==> config.mk <==
export PLATFORM = sky130hd
export DESIGN_NAME = apb_cmd_master
export DESIGN_NICKNAME = d
export VERILOG_FILES = /design/src/rtl/apb_cmd_master.sv
export SDC_FILE = /design/constraint.sdc
export NUM_CORES = 1
export LEC_CHECK = 0
export CAP_MARGIN = 20
export CORE_MARGIN = 2
export CORE_UTILIZATION = 25
export CTS_CLUSTER_DIAMETER = 30
export CTS_CLUSTER_SIZE = 12
export DETAILED_ROUTE_END_ITERATION = 12
export PLACE_DENSITY = 0.48
export SETUP_SLACK_MARGIN = 0.1
export SLEW_MARGIN = 10
export SYNTH_ARGS = -nofsm -noshare
export SYNTH_HDL_FRONTEND = slang
export SYNTH_SLANG_ARGS = --single-unit
==> constraint.sdc <==
create_clock -name PCLK -period 2.35 [get_ports PCLK]
set_input_delay 0.235 -clock PCLK [delete_from_list [all_inputs] [get_ports PCLK]]
set_output_delay 0.235 -clock PCLK [all_outputs]
set_load 0.01 [all_outputs]
==> src/rtl/apb_cmd_master.sv <==
// Converts a valid/ready command stream into APB3 SETUP/ACCESS transfers and returns a one-cycle response.
// Latency: command accepted at edge k gives SETUP in k+1, ACCESS from k+2, rsp_valid one cycle after the final ACCESS.
// Backpressure: cmd_ready drops while the one-entry hold register is occupied; responses cannot be stalled.
//
// Ports:
//   PCLK, PRESETn              clock; synchronous reset, active-high despite the name
//   cmd_valid/ready/write/addr/wdata   command stream in
//   rsp_valid/rdata/err        response pulse out (rdata is 0 for writes and timeouts)
//   PSEL/PENABLE/PWrite/PADDR/PWDATA   APB requester outputs
//   PRDATA/PREADY              APB completer inputs
module apb_cmd_master #(
    parameter int ADDR_W  = 4,
    parameter int DATA_W  = 8,
    parameter int TIMEOUT = 15
) (
    input  logic              PCLK,
    input  logic              PRESETn,
    input  logic              cmd_valid,
    output logic              cmd_ready,
    input  logic              cmd_write,
    input  logic [ADDR_W-1:0] cmd_addr,
    input  logic [DATA_W-1:0] cmd_wdata,
    output logic              rsp_valid,
    output logic [DATA_W-1:0] rsp_rdata,
    output logic              rsp_err,
    output logic              PSEL,
    output logic              PENABLE,
    output logic              PWrite,
    output logic [ADDR_W-1:0] PADDR,
    output logic [DATA_W-1:0] PWDATA,
    input  logic [DATA_W-1:0] PRDATA,
    input  logic              PREADY
);

    localparam int CNT_W = (TIMEOUT < 1) ? 1 : $clog2(TIMEOUT + 1);
    localparam logic [CNT_W-1:0] CNT_MAX = CNT_W'(TIMEOUT);

    typedef enum logic [1:0] {
        S_IDLE   = 2'd0,
        S_SETUP  = 2'd1,
        S_ACCESS = 2'd2
    } state_t;

    state_t              state_q, state_d;
    logic                hold_full_q, hold_full_d;
    logic                hold_write_q, hold_write_d;
    logic [ADDR_W-1:0]   hold_addr_q, hold_addr_d;
    logic [DATA_W-1:0]   hold_wdata_q, hold_wdata_d;
    logic                pwrite_q, pwrite_d;
    logic [ADDR_W-1:0]   paddr_q, paddr_d;
    logic [DATA_W-1:0]   pwdata_q, pwdata_d;
    logic [CNT_W-1:0]    wait_cnt_q, wait_cnt_d;
    logic                rsp_valid_q, rsp_valid_d;
    logic                rsp_err_q, rsp_err_d;
    logic [DATA_W-1:0]   rsp_rdata_q, rsp_rdata_d;

    logic accept;
    logic at_limit;
    logic xfer_end;
    logic timed_out;

    assign cmd_ready = !hold_full_q && !PRESETn;
    assign accept    = cmd_valid && cmd_ready;
    assign at_limit  = (wait_cnt_q == CNT_MAX);
    // A transfer ends either on PREADY or after TIMEOUT+1 ACCESS cycles of waiting.
    assign xfer_end  = (state_q == S_ACCESS) && (PREADY || at_limit);
    assign timed_out = (state_q == S_ACCESS) && !PREADY && at_limit;

    // State register (also holds all datapath flops)
    always_ff @(posedge PCLK) begin
        if (PRESETn) begin
            state_q      <= S_IDLE;
            hold_full_q  <= 1'b0;
            hold_write_q <= 1'b0;
            hold_addr_q  <= '0;
            hold_wdata_q <= '0;
            pwrite_q     <= 1'b0;
            paddr_q      <= '0;
            pwdata_q     <= '0;
            wait_cnt_q   <= '0;
            rsp_valid_q  <= 1'b0;
            rsp_err_q    <= 1'b0;
            rsp_rdata_q  <= '0;
        end else begin
            state_q      <= state_d;
            hold_full_q  <= hold_full_d;
            hold_write_q <= hold_write_d;
            hold_addr_q  <= hold_addr_d;
            hold_wdata_q <= hold_wdata_d;
            pwrite_q     <= pwrite_d;
            paddr_q      <= paddr_d;
            pwdata_q     <= pwdata_d;
            wait_cnt_q   <= wait_cnt_d;
            rsp_valid_q  <= rsp_valid_d;
            rsp_err_q    <= rsp_err_d;
            rsp_rdata_q  <= rsp_rdata_d;
        end
    end

    // Next-state logic
    always_comb begin
        state_d = state_q;
        unique case (state_q)
            S_IDLE:   if (accept) state_d = S_SETUP;
            S_SETUP:  state_d = S_ACCESS;
            S_ACCESS: begin
                // Chain straight into the next SETUP when work is waiting, keeping PSEL high.
                if (xfer_end) state_d = (hold_full_q || accept) ? S_SETUP : S_IDLE;
            end
            default:  state_d = S_IDLE;
        endcase
    end

    // Datapath: APB address/data registers, hold register, wait counter, response
    always_comb begin
        pwrite_d     = pwrite_q;
        paddr_d      = paddr_q;
        pwdata_d     = pwdata_q;
        hold_full_d  = hold_full_q;
        hold_write_d = hold_write_q;
        hold_addr_d  = hold_addr_q;
        hold_wdata_d = hold_wdata_q;
        wait_cnt_d   = wait_cnt_q;
        rsp_valid_d  = 1'b0;
        rsp_err_d    = 1'b0;
        rsp_rdata_d  = '0;

        // Every ACCESS is preceded by exactly one SETUP, so clearing here clears on ACCESS entry.
        if (state_q == S_SETUP) begin
            wait_cnt_d = '0;
        end else if ((state_q == S_ACCESS) && !PREADY && !at_limit) begin
            wait_cnt_d = wait_cnt_q + 1'b1;
        end

        if (xfer_end) begin
            rsp_valid_d = 1'b1;
            rsp_err_d   = timed_out;
            if (!timed_out && !pwrite_q) rsp_rdata_d = PRDATA;
        end

        // cmd_ready is low while hold is full, so a held command and a new acceptance never coincide.
        if (xfer_end && hold_full_q) begin
            pwrite_d    = hold_write_q;
            paddr_d     = hold_addr_q;
            pwdata_d    = hold_wdata_q;
            hold_full_d = 1'b0;
        end else if (accept) begin
            if ((state_q == S_IDLE) || xfer_end) begin
                pwrite_d = cmd_write;
                paddr_d  = cmd_addr;
                pwdata_d = cmd_wdata;
            end else begin
                hold_write_d = cmd_write;
                hold_addr_d  = cmd_addr;
                hold_wdata_d = cmd_wdata;
                hold_full_d  = 1'b1;
            end
        end
    end

    // Output logic
    always_comb begin
        PSEL    = (state_q != S_IDLE);
        PENABLE = (state_q == S_ACCESS);
    end

    assign PWrite    = pwrite_q;
    assign PADDR     = paddr_q;
    assign PWDATA    = pwdata_q;
    assign rsp_valid = rsp_valid_q;
    assign rsp_err   = rsp_err_q;
    assign rsp_rdata = rsp_rdata_q;

endmodule

==> reports/qor.yml, run 1 <==
power:
  leakagePower_nw: 0.950
  power.density_mw_per_mm2: 577
  ir_worst_vdd_uv: 232
  power_switching_mw: 0.349
  power.internal_mw: 1.07
  pwr-share-seq_pct: 53.8
  totalPowerFinal_mw: 1.42
  p_clk_share_pct: 31.7
  p_comb_share_pct: 14.5
  switching_share_pct: 24.5
hold_path:
  hp-class: "input pin to register"
  min_path_cells: 2
  hp-start: "PRDATA[5]"
  min_to: "rsp_rdata[5]"
floorplan:
  die_y_microns: 87.9
  core_area_sq_mm: 0.00679
  num_rows: 30
  die_w_microns: 87.9
  start_util_pct: 25.9
  dieArea_sq_mm: 0.00772
  top_level_ports: 51
critical_path:
  worstSetupPathDepth: 4
  critical_path.top_delay_family: "compound AO/OA/AOI/OAI gates"
  reg2reg_to: "PADDR[2]"
  crit_required_ns: 2.48
  cpMaxStageDelayCell: "a21oi_2"
  cp-end-kind: "register"
  slowest_delay_ns: 0.78
  cp_max_fo: 13
  reg2reg_slack_ns: 0.39
  r2r_start: "wait_cnt_q[0]"
  crit_buf_inv: 0
  path_cells: "ha_1 -> nand3_1 -> a21oi_2 -> a211oi_2"
  start_kind: "register"
  path_class: "register to register"
  crit_arrival_ns: 2.09
  rr_worst_depth: 4
synth:
  netlist_top_cells_area: "dfxtp_1 (49%), mux2i_1 (8.5%), nor2_1 (6.6%), a211oi_2 (6.4%), o22ai_1 (4.6%)"
  ys_seq_area_share_pct: 49.0
  synth-seq-cells: 43
  synthCells: 179
  yosysTopAreaCell: "dfxtp_1"
  synth_warnings: 0
  syn_area_sq_mm: 0.00176
  yosysUniqueCellTypes: 33
  avgSynthCellArea_sq_um: 9.82
  syn_nets: 205
  yosysTopAreaCellShare_pct: 49.0
place:
  io_buffers: 50
  gp_congestion: 0.714
  dpl-instance-area_sq_mm: 0.00239
  dp_hpwl_mm: 2.78
final_layout:
  layout_common_cells: "clkdlybuf4s50_1 (50), dfxtp_1 (43), nor2_1 (31), mux2i_1 (15), o22ai_1 (13)"
  layout_commonest_cell: "clkdlybuf4s50_1"
  drive_above_1_share_pct: 12.6
  fin_util_pct: 36.3
  num_antenna_cells: 0
  finish.instance_area_sq_mm: 0.00247
  syn_to_final_growth_pct: 40.4
  final_nets: 256
global_routing:
  antenna_found_initial: 0
  grt-ovfl-total: 0
  grt_pass1_wl_mm: 6.96
  grt_max_degree: 37
  track_usage_pct: 11.8
  grt_pass1_vias: 1405
outcome:
  status: "finished, final reports clean"
timing:
  hold_viol: 0
  fin_crit_sh_pct: 83.3
  final-max-slew-violation-count: 0
  finClkSkew_ns: 0.00575
  max_freq_ghz: 0.511
  relSlewSlack_pct: 36.3
  finalSetupTns_ns: 0
  setup_viol: 0
  rsz0062_at_grt: "false"
  period_minus_slack_ns: 1.96
  fin_hold_ws_ns: 0.502
  tightestPinTransition_ns: 0.956
detailed_routing:
  drt-met1-wl_mm: 2.15
  drtIter0Drc: 74
  drtPass1Iterations: 4
  drt_wl_total_mm: 4.24
  via_per_inst: 4.43
  routedWlPerCell_microns: 13.0
  drtAntennaViolNets: 0
  wl_met3_microns: 223
  drc: 0
  wl_met2_mm: 1.84
  highest_layer: "met4"
  vias: 1448
clock_network:
  post-cts-setup-buffers: 0
  clockBufferDepth: 2
  h-tree-depth: 2
  cts.sink_count: 43
  clkTransAtPathRegs_ns: 0.08
  clockRootBuffer: "clkbuf_8"
  cts_tree: "yes"
  cts_buffers: 5
  cts_resized: 0
  clk_latency_ns: 0.29
  hold_buffers: 0
run:
  max_cap_viol_count: 0
[registers in the layout, summed over array words and instances, names as in the netlist, 2 cells and up]
register	count
PADDR	4
PWDATA	8
hold_addr_q	4
hold_wdata_q	8
rsp_rdata	8
state_q	2
wait_cnt_q	4
[area by class of cell]
class,count,area [sq um]
well taps,96,120
clock buffers,7,76.3
flip-flops and latches,43,861
fillers,708,4330
multi-input cells,121,832
repair buffers,58,571
clock inverters,1,5.00
inverters,1,3.75
[how the worst max path moves through the flow]
stage,start,to,slack (ns)
2_1_floorplan,wait_cnt_q[0],PADDR[0],0.69
3_3_place_gp,PREADY,rsp_rdata[7],0.26
3_5_place_dp,PREADY,PWDATA[6],0.28
4_1_cts,wait_cnt_q[0],PWDATA[4],0.39
5_1_grt,wait_cnt_q[0],PWDATA[3],0.24
6_report,wait_cnt_q[0],PADDR[2],0.39
[per-layer routing]
layer,up-vias,track usage [%]
met5,-,0
met4,0,3.36
met3,2,4.24
met2,42,17.8
met1,663,15.8
li1,741,-
[per-stage QoR]
step	setup WS [ns]	std cells
floorplan	0.688	179
global placement	0.258	318
detailed placement	0.284	319
CTS	0.388	327
global route	0.244	327
finish	0.393	327
[Yosys cell counts, drive strengths merged]
| cell type | number |
|---|---|
| inv | 1 |
| nor2 | 31 |
| or2 | 2 |
| nor4 | 2 |
| nand4b | 1 |
| o32ai | 2 |
| clkbuf | 7 |
| buf | 7 |
| a211oi | 14 |
| o22ai | 13 |
| nand2b | 3 |
| dfxtp | 43 |
| o211ai | 1 |
| a31oi | 2 |
| and2 | 8 |
| o21bai | 1 |
| nand3 | 2 |
| nor2b | 4 |
| a21oi | 3 |
| o311ai | 1 |
| a31o | 1 |
| ha | 1 |
| mux2i | 15 |
| a221oi | 1 |
| nor3 | 1 |
| or3b | 1 |
| o21ai | 2 |
| nand2 | 6 |
| nor3b | 1 |
| nor4b | 2 |
[cells by family (layout without fill, tap and decap cells)]
family | after synthesis | after routing | synth area share, %
AOI/OAI and AO/OA | 41 | 41 | 19.9
adders and majority gates | 1 | 1 | 0.712
buffers and inverters | 15 | 67 | 3.91
DFF | 43 | 43 | 49.0
muxes | 15 | 15 | 8.54
and+or+nand+nor | 64 | 64 | 17.9
[power by group through the flow]
| stage | Sequential (mW) | Clock (mW) | Combinational (mW) |
|---|---|---|---|
| final | 0.766 | 0.452 | 0.206 |
| after global routing | 0.770 | 0.517 | 0.225 |
| after CTS | 0.766 | 0.484 | 0.209 |
| after detailed placement | 0.783 | 0 | 0.208 |
| after global placement | 0.784 | 0 | 0.206 |
| after floorplan | 0.790 | 0 | 0.0903 |
(Power assumes the default switching activity.)
==> run 2, diff against run 1 <==
Settings changed: PLACE_DENSITY 0.48 to 0.49.
Clock period 2.35 ns to 1.7 ns, I/O delays scaled along.
==> reports/qor.yml, run 2 (same netlist as run 1, synthesis figures left out) <==
outcome:
  status: "finished, final reports clean"
place:
  gp_congestion: 0.758  # +6.2%
  dpl-instance-area_sq_mm: 0.00246  # +3.0%
  dp_hpwl_mm: 2.92  # +5.1%
  io_buffers: 50  # unchanged
hold_path:
  hp-class: "input pin to register"
  min_path_cells: 2  # unchanged
  hp-start: "PRDATA[6]"
critical_path:
  cp-end-kind: "register"
  crit_required_ns: 1.92  # -0.56 ns
  crit_arrival_ns: 1.76  # -0.33 ns
  critical_path.top_delay_family: "buffers and inverters"
  path_cells: "clkdlybuf4s50_1 -> or3b_1 -> a221oi_4 -> buf_12 -> nor2_1 -> a211oi_2"
  cp-startpoint: "cmd_valid"
  cpMaxStageDelayCell: "clkdlybuf4s50_1"
  slowest_delay_ns: 0.46  # -0.32 ns
  cp_max_fo: 14  # +1
  path_class: "input pin to register"
  r2r_start: "wait_cnt_q[1]"
  worstSetupPathDepth: 6  # +2
  rr_worst_depth: 6  # +2
  crit_buf_inv: 2  # +2
  start_kind: "input pin"
timing:
  tightestPinTransition_ns: 0.344  # -0.612 ns
  rsz0062_at_grt: "true"
  final-max-slew-violation-count: 0  # unchanged
  relSlewSlack_pct: 77.0  # +41 points
  max_freq_ghz: 0.647
  fin_crit_sh_pct: 91.0
  finClkSkew_ns: 0.00511  # -0.000645 ns
  setup_viol: 0  # unchanged
  period_minus_slack_ns: 1.55
  hold_viol: 0  # unchanged
global_routing:
  grt_max_degree: 28  # -24%
  grt_pass1_vias: 1384  # -1.5%
  grt-ovfl-total: 0  # unchanged
  track_usage_pct: 11.5  # -0.28 points
  antenna_found_initial: 0  # unchanged
  grt_pass1_wl_mm: 6.82  # -2.1%
floorplan:
  top_level_ports: 51  # unchanged
  core_area_sq_mm: 0.00679  # unchanged
  die_y_microns: 87.9  # unchanged
  num_rows: 30  # unchanged
  start_util_pct: 25.9  # unchanged
  die_w_microns: 87.9  # unchanged
  dieArea_sq_mm: 0.00772  # unchanged
clock_network:
  clkTransAtPathRegs_ns: 0.08  # about the same
  h-tree-depth: 2  # unchanged
  cts_buffers: 5  # unchanged
  cts_tree: "yes"
  clockRootBuffer: "clkbuf_8"
  clockBufferDepth: 2  # unchanged
  cts.sink_count: 43  # unchanged
  clk_latency_ns: 0.29  # about the same
power:
  p_comb_share_pct: 14.7  # +0.2 points
  pwr-share-seq_pct: 53.2  # -0.6 points
  leakagePower_nw: 1.02  # +7.4%
  totalPowerFinal_mw: 1.99  # +40%
  power.internal_mw: 1.49  # +39%
  power.density_mw_per_mm2: 775  # +34%
  ir_worst_vdd_uv: 238  # +2.5%
  switching_share_pct: 25.0  # +0.45 points
  p_clk_share_pct: 32.0  # +0.3 points
  power_switching_mw: 0.497  # +42%
detailed_routing:
  drtAntennaViolNets: 0  # unchanged
  drtIter0Drc: 65  # -12%
  vias: 1481  # +2.3%
  drtPass1Iterations: 4  # unchanged
  drt_wl_total_mm: 4.23  # about the same
  drc: 0  # unchanged
  via_per_inst: 4.42  # -0.16%
  routedWlPerCell_microns: 12.6  # -2.4%
run:
  max_cap_viol_count: 0  # unchanged
final_layout:
  finish.instance_area_sq_mm: 0.00257  # +4.0%
  fin_util_pct: 37.8  # +1.5 points
  layout_common_cells: "clkdlybuf4s50_1 (47), dfxtp_1 (39), nor2_1 (31), mux2i_1 (15), buf_4 (14)"
  final_nets: 264  # +3.1%
  drive_above_1_share_pct: 18.0  # +5.4 points
  syn_to_final_growth_pct: 46.0
  num_antenna_cells: 0  # unchanged
  layout_commonest_cell: "clkdlybuf4s50_1"
-- run 2: cell types whose count changed in the layout (fill, tap and decap cells not counted), sizes merged --
cell           delta
dlygate4sd2       +1
buf               +8
clkdlybuf4s50     -3
dlymetal6s2s      +2
clkbuf            -1
clkinvlp          +1
-- run 2: per-layer routing --
metal	wire length [microns]	track usage, %	part of all wire, %
met1	2130	16.0	50
met2	1820	16.9	43
met3	224	3.68	5.3
met4	51	3.36	1.2
met5	0	0	0
-- run 2: per-stage QoR --
step	hold slack, ns	setup slack (ns)	TNS (ns)	instances
2_1_floorplan	0.292	0.119	0	179
3_3_place_gp	0.477	-0.111	-2.28	327
3_5_place_dp	0.487	-0.138	-2.04	327
4_1_cts	0.419	0.0681	0	335
5_1_grt	0.435	0.0510	0	335
6_report	0.430	0.154	0	335
-- run 2: final timing paths --
| path | endpoint | slack [ns] |
|---|---|---|
| setup / recovery | PWDATA[1] | 0.15 |
| hold / removal | rsp_rdata[6] | 0.43 |
| setup reg to reg | PWDATA[1] | 0.16 |
| hold reg to reg | PWDATA[5] | 0.50 |
-- run 2: cell type report --
cell class / count / area (sq um)
fillers: 684 / 4230
flip-flops and latches: 43 / 866
multi-input cells: 121 / 843
repair buffers: 66 / 649
well taps: 96 / 120
clock buffers: 6 / 72.6
clock inverters: 2 / 12.5
inverters: 1 / 3.75
-- run 2: power by group through the flow --
stage	clock network, mW	registers (mW)	logic (mW)
finish	0.637	1.06	0.293
floorplan	0	1.09	0.125
CTS	0.677	1.06	0.297
detailed placement	0	1.08	0.297
global route	0.723	1.07	0.320
global placement	0	1.09	0.294
-- run 2: timing repair --
item,in CTS,in global routing
gates resized for setup,4,6
setup endpoints to repair,15,20
pin swaps,1,1
setup buffers,0,0
hold buffers,0,0
==> run 3, diff against run 2 <==
Settings changed: CELL_PAD_IN_SITES_DETAIL_PLACEMENT from default to 1, CELL_PAD_IN_SITES_GLOBAL_PLACEMENT from default to 1, PLACE_DENSITY 0.49 to 0.62.
==> reports/qor.yml, run 3 (same netlist as run 1, synthesis figures left out) <==
outcome:
  status: "finished, final reports clean"
final_layout:
  fillers: 781  # +14%
  num_antenna_cells: 0  # unchanged
  syn_to_final_growth_pct: 49.5
  drive_above_1_share_pct: 19.9  # +1.9 points
  layout.area.seq_sq_um: 866  # unchanged
  final_nets: 266  # +0.76%
  finish.instance_area_sq_mm: 0.00263  # +2.4%
  layout_commonest_cell: "clkdlybuf4s50_1"
  multiInputGateArea_sq_um: 853  # +1.2%
  layout_common_cells: "clkdlybuf4s50_1 (47), dfxtp_1 (39), nor2_1 (31), mux2i_1 (15), buf_4 (14)"
critical_path:
  path_class: "input pin to register"
  reg2reg_slack_ns: 0.21  # +0.05 ns
  cp-end-kind: "register"
  cp-startpoint: "cmd_valid"
  reg2reg_to: "PWDATA[1]"
  r2r_start: "hold_full_q"
  cp_max_fo: 8  # -6
  crit_required_ns: 1.92  # about the same
  rr_worst_depth: 5  # -1
  crit_arrival_ns: 1.75  # about the same
  start_kind: "input pin"
  cp-endpoint: "PWDATA[1]"
detailed_routing:
  drc: 0  # unchanged
  drtIter0Drc: 30  # -54%
  vias: 1539  # +3.9%
  drt_wl_total_mm: 4.73  # +12%
  drtPass1Iterations: 4  # unchanged
  drtAntennaViolNets: 0  # unchanged
  routedWlPerCell_microns: 14.0  # +11%
  via_per_inst: 4.57  # +3.3%
place:
  dpl-instance-area_sq_mm: 0.00247  # +0.61%
  gp_congestion: 0.703  # -7.2%
  io_buffers: 50  # unchanged
  post-place-ws_ns: -0.164  # -0.0256 ns
  dp_hpwl_mm: 3.29  # +13%
clock_network:
  hold_buffers: 0  # unchanged
  clk_latency_ns: 0.29  # about the same
  h-tree-depth: 2  # unchanged
  cts_buffers: 5  # unchanged
  post-cts-setup-buffers: 0  # unchanged
  clockBufferDepth: 2  # unchanged
  cts_tree: "yes"
  clockRootBuffer: "clkbuf_8"
  cts.sink_count: 43  # unchanged
  clkTransAtPathRegs_ns: 0.09  # about the same
timing:
  fin_hold_ws_ns: 0.432  # +0.00171 ns
  rsz0062_at_grt: "false"
  final-max-slew-violation-count: 0  # unchanged
  finalWorstSetupSlack_ns: 0.173  # +0.0195 ns
  setup_viol: 0  # unchanged
  max_freq_ghz: 0.655  # +1.3%
  hold_viol: 0  # unchanged
  fin_crit_sh_pct: 89.8  # -1.1 points
  tightestPinTransition_ns: 0.363  # +0.0196 ns
  period_minus_slack_ns: 1.53  # -0.0195 ns
  relSlewSlack_pct: 75.8  # -1.2 points
  finClkSkew_ns: 0.00545  # +0.000337 ns
global_routing:
  track_usage_pct: 12.9  # +1.5 points
  grt_pass1_wl_mm: 7.78  # +14%
  grt-ovfl-total: 0  # unchanged
  grt_pass1_vias: 1572  # +14%
  grt_max_degree: 29  # +3.6%
  antenna_found_initial: 0  # unchanged
power:
  ir_worst_vdd_uv: 384  # +62%
  power.density_mw_per_mm2: 839  # +8.3%
  leakagePower_nw: 1.05  # +2.8%
floorplan:
  start_util_pct: 25.9  # unchanged
  top_level_ports: 51  # unchanged
  die_w_microns: 87.9  # unchanged
  dieArea_sq_mm: 0.00772  # unchanged
  die_y_microns: 87.9  # unchanged
  num_rows: 30  # unchanged
  core_area_sq_mm: 0.00679  # unchanged
run:
  max_cap_viol_count: 0  # unchanged
hold_path:
  hp-class: "input pin to register"
-- run 3: through the flow --
stage | util [%] | power [mW] | instances | setup TNS [ns]
2_1_floorplan | - | 1.22 | 179 | 0
3_3_place_gp | 36.4 | 1.39 | 329 | -1.32
3_5_place_dp | 36.4 | 1.39 | 329 | -1.90
4_1_cts | 38.4 | 2.23 | 337 | 0
5_1_grt | 38.7 | 2.30 | 337 | 0
6_report | 38.7 | 2.21 | 337 | 0
-- run 3: final cells by class --
type / count / share of cell area [%]
Multi-Input combinational cell: 121 / 32.5
Clock buffer: 6 / 3.14
Clock inverter: 2 / 1.33
Timing Repair Buffer: 68 / 25.4
Inverter: 1 / 0.143
Tap cell: 96 / 4.57
Sequential cell: 43 / 32.9
-- run 3: where the power goes --
part           total, mW  switching, mW  internal (mW)  leakage [nW]
sequential          1.06         0.0233           1.04         0.351
clock              0.841          0.365          0.476        0.0612
combinational      0.302          0.133          0.169         0.636
-- run 3: worst min path at each step --
stage / from / end / slack [ns] / cells past startpoint
4_1_cts: PRDATA[3] / rsp_rdata[3] / 0.42 / 2
6_report: PRDATA[3] / rsp_rdata[3] / 0.43 / 2
3_3_place_gp: hold_write_q / hold_write_q / 0.48 / 2
3_5_place_dp: hold_wdata_q[1] / hold_wdata_q[1] / 0.49 / 2
5_1_grt: PRDATA[3] / rsp_rdata[3] / 0.42 / 2
2_1_floorplan: PRDATA[0] / rsp_rdata[0] / 0.29 / 1
-- run 3: repair_timing --
item / CTS / global route
gates cloned: 0 / 0
pin swaps: 1 / 2
endpoints found under the setup margin: 16 / 14
resized for setup: 8 / 6
-- run 3: critical path: stages --
cell and delay (ns):
clkdlybuf4s50_1 0.48, or3b_4 0.41, a221oi_4 0.28, buf_6 0.17, nor2_1 0.05, a211oi_2 0.18
-- run 3: metal layers --
metal  global-route usage, %  up-vias  share of wire (%)  routed length [microns]
li1                        -      763                  -                        -
met1                    17.1      732                 50                     2380
met2                    20.9       39                 45                     2110
met3                    3.39        5                4.2                      197
met4                    3.36        0               0.76                       36
met5                       0        -                  0                        0
